### src/rtl/mismatch_scanner.sv
// Streams the bit index of every mismatch between two operands, LSB first, over valid/ready.
// Optional feature macro MISMATCH_COUNT_EN adds the mm_count port (popcount of a^b).
module mismatch_scanner #(
    parameter int N  = 32,
    parameter int IW = 5
) (
    input  logic          clk,
    input  logic          rst_n,
    input  logic          in_valid,
    output logic          in_ready,
    input  logic [N-1:0]  a,
    input  logic [N-1:0]  b,
    output logic          idx_valid,
    input  logic          idx_ready,
    output logic [IW-1:0] idx,
    output logic          idx_last,
    output logic          done,
    output logic          equal
`ifdef MISMATCH_COUNT_EN
    ,
    output logic [IW:0]   mm_count
`endif
);

    typedef enum logic [1:0] {IDLE, SCAN, DONE} state_t;

    localparam logic [N-1:0] ONE = N'(1);

    state_t        state, state_nxt;
    logic [N-1:0]  diff, diff_nxt;
    logic          equal_nxt;
    logic [IW-1:0] lo_idx;
    logic          one_hot;
    logic          accept;

    // Lowest set bit wins: scan high to low so the last hit overrides.
    always_comb begin
        lo_idx = '0;
        for (int i = N - 1; i >= 0; i--)
            if (diff[i]) lo_idx = IW'(i);
    end

    assign one_hot   = (diff != '0) && ((diff & (diff - ONE)) == '0);
    assign in_ready  = rst_n && (state == IDLE);
    assign accept    = in_valid && in_ready;
    assign idx_valid = (state == SCAN);
    assign idx       = lo_idx;
    assign idx_last  = (state == SCAN) && one_hot;
    assign done      = (state == DONE);

    always_comb begin
        state_nxt = state;
        diff_nxt  = diff;
        equal_nxt = equal;
        case (state)
            IDLE: begin
                if (accept) begin
                    diff_nxt = a ^ b;
                    if ((a ^ b) == '0) begin
                        equal_nxt = 1'b1;
                        state_nxt = DONE;
                    end else begin
                        equal_nxt = 1'b0;
                        state_nxt = SCAN;
                    end
                end
            end
            SCAN: begin
                if (idx_ready) begin
                    // Clearing the lowest set bit exposes the next index.
                    diff_nxt = diff & (diff - ONE);
                    if (one_hot) state_nxt = DONE;
                end
            end
            DONE:    state_nxt = IDLE;
            default: state_nxt = IDLE;
        endcase
    end

`ifdef MISMATCH_COUNT_EN
    function automatic logic [IW:0] popcnt(input logic [N-1:0] v);
        logic [IW:0] c;
        c = '0;
        for (int i = 0; i < N; i++)
            c = c + {{IW{1'b0}}, v[i]};
        return c;
    endfunction
`endif

    always_ff @(posedge clk) begin
        if (!rst_n) begin
            state <= IDLE;
            diff  <= '0;
            equal <= 1'b0;
`ifdef MISMATCH_COUNT_EN
            mm_count <= '0;
`endif
        end else begin
            state <= state_nxt;
            diff  <= diff_nxt;
            equal <= equal_nxt;
`ifdef MISMATCH_COUNT_EN
            if (accept) mm_count <= popcnt(a ^ b);
`endif
        end
    end

endmodule
### config.mk
export PLATFORM = sky130hd
export DESIGN_NAME = mismatch_scanner
export DESIGN_NICKNAME = d
export VERILOG_FILES = /design/src/rtl/mismatch_scanner.sv
export SDC_FILE = /design/constraint.sdc
export NUM_CORES = 1
export LEC_CHECK = 0
export ABC_AREA = 1
export BUFFER_PORTS_ARGS = -buffer_cell sky130_fd_sc_hd__buf_4
export CAP_MARGIN = 20
export CORE_UTILIZATION = 35
export CTS_CLUSTER_SIZE = 8
export DETAILED_ROUTE_END_ITERATION = 16
export SETUP_SLACK_MARGIN = 0.15
export SYNTH_ARGS = -nofsm -noshare
export SYNTH_HDL_FRONTEND = slang
export SYNTH_SLANG_ARGS = --single-unit
### constraint.sdc
create_clock -name clk -period 2.6 [get_ports clk]
set_input_delay 0.26 -clock clk [delete_from_list [all_inputs] [get_ports clk]]
set_output_delay 0.26 -clock clk [all_outputs]
set_load 0.05 [all_outputs]
# Word-level counts from Yosys, hierarchy flattened
# Index checks and enable logic that the tools add are counted.
# op_classes
bitwise_logic	2
reduce_logical	12
n_eq_ne	5
muxes	41
add_sub_neg	1
# op_table
cell	n
$mux W5	32
$logic_not A32 Y1	2
$mux W32	2
$pmux W32 S2	1
$and A32 B32 Y32	1
$reduce_bool A32 Y1	1
$sub A32 B1 Y32 const B	1
$xor A32 B32 Y32	1
$mux W2	4
$reduce_and A3 Y1	2
$logic_and A1 B1 Y1	4
$ne A2 B1 Y1 const B	2
$pmux W2 S2	1
$eq A2 B1 Y1 const B	1
$eq A2 B2 Y1 const B	1
$logic_not A2 Y1	1
$ne A2 B2 Y1 const B	1
$reduce_and A2 Y1	1
$reduce_bool A2 Y1	1
$mux W1	1
# totals
ff_bits	35
in_bits	68
elab_cells	64

# Depth between registers and ports, before layout
# logic_depth
word_depth	32
depth_mapped	31

# Worst setup path after synthesis
# No wires, ideal clock.
# synth_timing
path_kind	reg-to-output
from	register diff[0]
to	output port idx_last
stages_incl_launch_ff	20
n_path_buf	0
arrival_time_ns	2.602
required_time_ns	2.340
setup_slack_ns	-0.262
cell_sequence	dfxtp_1 nor2_2 inv_2 nor2_4 inv_2 nor2_4 nand2_2 nor2_4 inv_2 nor2_4 nand3_2 nor2_2 nand2_2 clkinv_1 nor2_1 nor4_2 nand4_1 nor2_1 nand3_1 nor2_1
# synth_between
elab_chain_cells	5
# synth_lines
element	line_no	text
start, declared	30	logic [N-1:0] diff, diff_nxt;
start signal, assigned	100	diff <= diff_nxt;
$sub A32 B1 Y32	43	assign one_hot = (diff != '0) && ((diff & (diff - ONE)) == '0);
$and A32 B32 Y32	43	
$logic_not A32 Y1	43	
$logic_and A1 B1 Y1 (*)	43	
$logic_and A1 B1 Y1 (*)	48	assign idx_last = (state == SCAN) && one_hot;
end, declared	16	output logic idx_last,
# Mark *: on every way between the ends. The rest lies on a longest branch, timed or not.

# Worst setup path in the final report
# Ends and elaborated chain as after synthesis.

==> flow_summary_export.csv <==
group,metric,value,unit
status,status,"finished with violations",
status,violations,"negative setup slack",
timing,max_freq,0.3488,GHz
detailed_routing,wl_per_cell,13.44,um
timing,fin_skew,0.01107,ns
clocking,cts.path.max_buffers,2,
logic_synthesis,synth_nets,482,
flow_run,cap_viol_max_count,0,
worst_setup_path,critPathRequiredTime,2.34,ns
floorplan,num_rows,31,
global_route,use_met1,26.58,%
global_route,grt_pass1_wl,12.87,mm
logic_synthesis,synth-edff-count,0,
logic_synthesis,yosysTopAreaCell,"dfxtp_1",
floorplan,die_w,89.20,um
finish,nNetsFinal,579,
logic_synthesis,syn_area_per_cell,6.428,sq um
logic_synthesis,synth_common_cells,"81 x nand2_1, 55 x inv_1, 51 x nor2_1, 39 x a21oi_1, 35 x dfxtp_1",
logic_synthesis,netlist_top_cells_area,"dfxtp_1 26%, nand2_1 11%, xor2_1 9.2%",
worst_setup_path,end_kind,"primary output",
clocking,clkLatencyLatePin,0.29,ns
floorplan,dieArea,7957,sq um
timing,rsz0062_at_grt,"true",
worst_setup_path,arrival,2.61,ns
timing,setup_ws,-0.2666,ns
logic_synthesis,synth_top_area_share,26.33,%
timing,fin_crit,2.867,ns
logic_synthesis,synth_seq_cells,35,
timing,finalCritPeriodShare,110.3,%
logic_synthesis,yosysSeqAreaShare,26.33,%
worst_setup_path,crit_fanout,5,
power,powerDensity,1332,nW/um^2
finish,n_antenna_cell,0,
global_route,grt_use_met2,36.92,%
clocking,cts_made_buffers,5,
power,ir_worst_vdd,0.8899,mV
finish,nFillCells,773,
floorplan,initial_core_util,36.50,%
detailed_routing,final_antenna_net_count,0,
place,io_buffer_count,77,
detailed_routing,via_count,3098,
logic_synthesis,synth_cell_types,33,
finish,stdcell_area,3700,sq um
clocking,cts_tree,"built",
logic_synthesis,synth_top_flop_cell,"dfxtp_1",
timing,slew_headroom,65.35,%
detailed_routing,vias_per_cell,5.079,
place,dpl_cell_area,3520,sq um
clocking,path_clk_slew,0.07,ns
worst_setup_path,critPathLaunchType,"register",
detailed_routing,drt_pass1_iterations,5,
timing,worst_pin_slew,0.5150,ns
logic_synthesis,netlist_instances,414,
finish,drive_gt1_share,28.18,%
timing,hold_viol,0,
place,dp_hpwl,6.247,mm
floorplan,core-area,7292,sq um
power,p_leak,1.712,nW
clocking,root_buffer,"clkbuf_8",
timing,maxSlewViolCount,0,
clocking,cts_max_level,2,
clocking,clock_sink_count,35,
timing,setup_violations,2,
logic_synthesis,synthesis.area,2661,sq um
worst_setup_path,worstSetupPathType,"reg -> out",
logic_synthesis,post-synth-top-count-cell,"nand2_1",
global_route,grt_pass1_vias,2862,
global_route,grt_max_degree,40,
global_route,grt_busiest_layer,"met2",
finish,area_growth,39.02,%
logic_synthesis,yosys_warnings,0,
worst_hold_path,hold_path.class,"in -> reg",
global_route,grt_usage,21.17,%
place,place_ws,-0.04208,ns
floorplan,die_h,89.20,um
logic_synthesis,async_flop_share,0,%
detailed_routing,drt_wl_total,8.201,mm
detailed_routing,drc,0,
place,gp_congestion,0.8978,
global_route,grt_overflow,0,
global_route,gr-usage-met3,3.693,%
global_route,antenna_found_initial,0,
floorplan,ios,78,
power,finalPower,4.926,mW
detailed_routing,first_iter_violations,152,
worst_setup_path,rrSetupSlack,0.03,ns
-- critical path, cell delays in order, from the launching register on --
cell and delay, ns:
dfxtp_2 0.34, nor2_4 0.10, inv_2 0.05, nor2_4 0.08
inv_2 0.05, nor2_4 0.12, nand2_2 0.09, nor2_4 0.11
inv_2 0.06, nor2_4 0.09, nand3_2 0.10, nor2_4 0.11
nand2_2 0.08, o21ai_1 0.16, inv_1 0.06, nor2_1 0.09
nand4_1 0.13, nor2_2 0.14, nand3_2 0.10, nor2_4 0.12
buf_8 0.15
-- state kept, by name, indices dropped and copies added (netlist names) --
| name | count |
|---|---|
| state | 2 |
| diff | 32 |
| equal | 1 |
-- what timing repair did --
action                     in CTS  in global routing
setup endpoints to repair       4                  5
buffers inserted                4                  1
resized for setup               5                 11
hold buffers                    0                  0
pin swaps                       0                  0
-- stage by stage --
stage	setup TNS [ns]	utilization, %	cells	hold WS [ns]
6_report	-0.3874	50.74	610	0.2486
3_3_place_gp	-0.01236	48.27	598	0.4512
3_5_place_dp	-0.04208	48.27	598	0.4585
5_1_grt	-1.475	50.74	610	0.2436
2_1_floorplan	0	-	414	0.3983
4_1_cts	-0.4753	50.15	609	0.2457
-- final timing paths --
check	to	from	cells after the start
min reg2reg	equal	equal	2
max reg2reg	state[0]	diff[0]	22
max	idx_last	diff[0]	20
min	diff[4]	rst_n	3
-- layout by cell type (no fill, tap or decap), types with 3 or more instances in the layout --
master    instances
buf_4           103
nand2_1          81
inv_1            54
nor2_1           47
a21oi_1          38
dfxtp_1          32
xor2_1           28
a221oi_1         20
o21ai_0          12
nor4_1           10
nand3_1          10
nor2_4            7
a31oi_1           7
a211oi_1          6
clkbuf_8          6
inv_2             5
nor2_2            4
o211ai_1          4
xnor2_1           4
nor3_1            3
nand3_2           3
nand4_1           3
dfxtp_2           3
-- routing by layer --
layer | wire (um) | vias to the layer above
li1 | - | 1576
met1 | 3557 | 1394
met2 | 3991 | 113
met3 | 487 | 15
met4 | 165 | 0
met5 | 0 | -
-- where the power goes --
group	switching, mW	internal, mW	total (mW)
combinational	2.21	1.30	3.51
sequential	0.213	0.785	0.998
clock	0.212	0.208	0.420
total	2.64	2.29	4.93
-- kinds of logic (layout without fill, tap and decap cells) --
| family | after synthesis | after routing | share of synthesized area, % |
|---|---|---|---|
| AOI/OAI and AO/OA | 97 | 97 | 23.55 |
| xor gates and xnor gates | 32 | 32 | 10.53 |
| buffers and inverters | 76 | 173 | 10.72 |
| DFF | 35 | 35 | 26.33 |
| and+or+nand+nor | 174 | 174 | 28.87 |
-- area by class of cell --
class / instances / area (sq um) / share of cell area (%)
clock buffer: 6 / 82.58 / 2.232
clock inverter: 1 / 5.005 / 0.1353
tap: 99 / 123.9 / 3.348
sequential: 35 / 704.4 / 19.04
inverter: 60 / 225.2 / 6.087
timing repair buffer: 106 / 819.5 / 22.15
multi-input combinational: 303 / 1739 / 47.01
(Power assumes the default switching activity.)
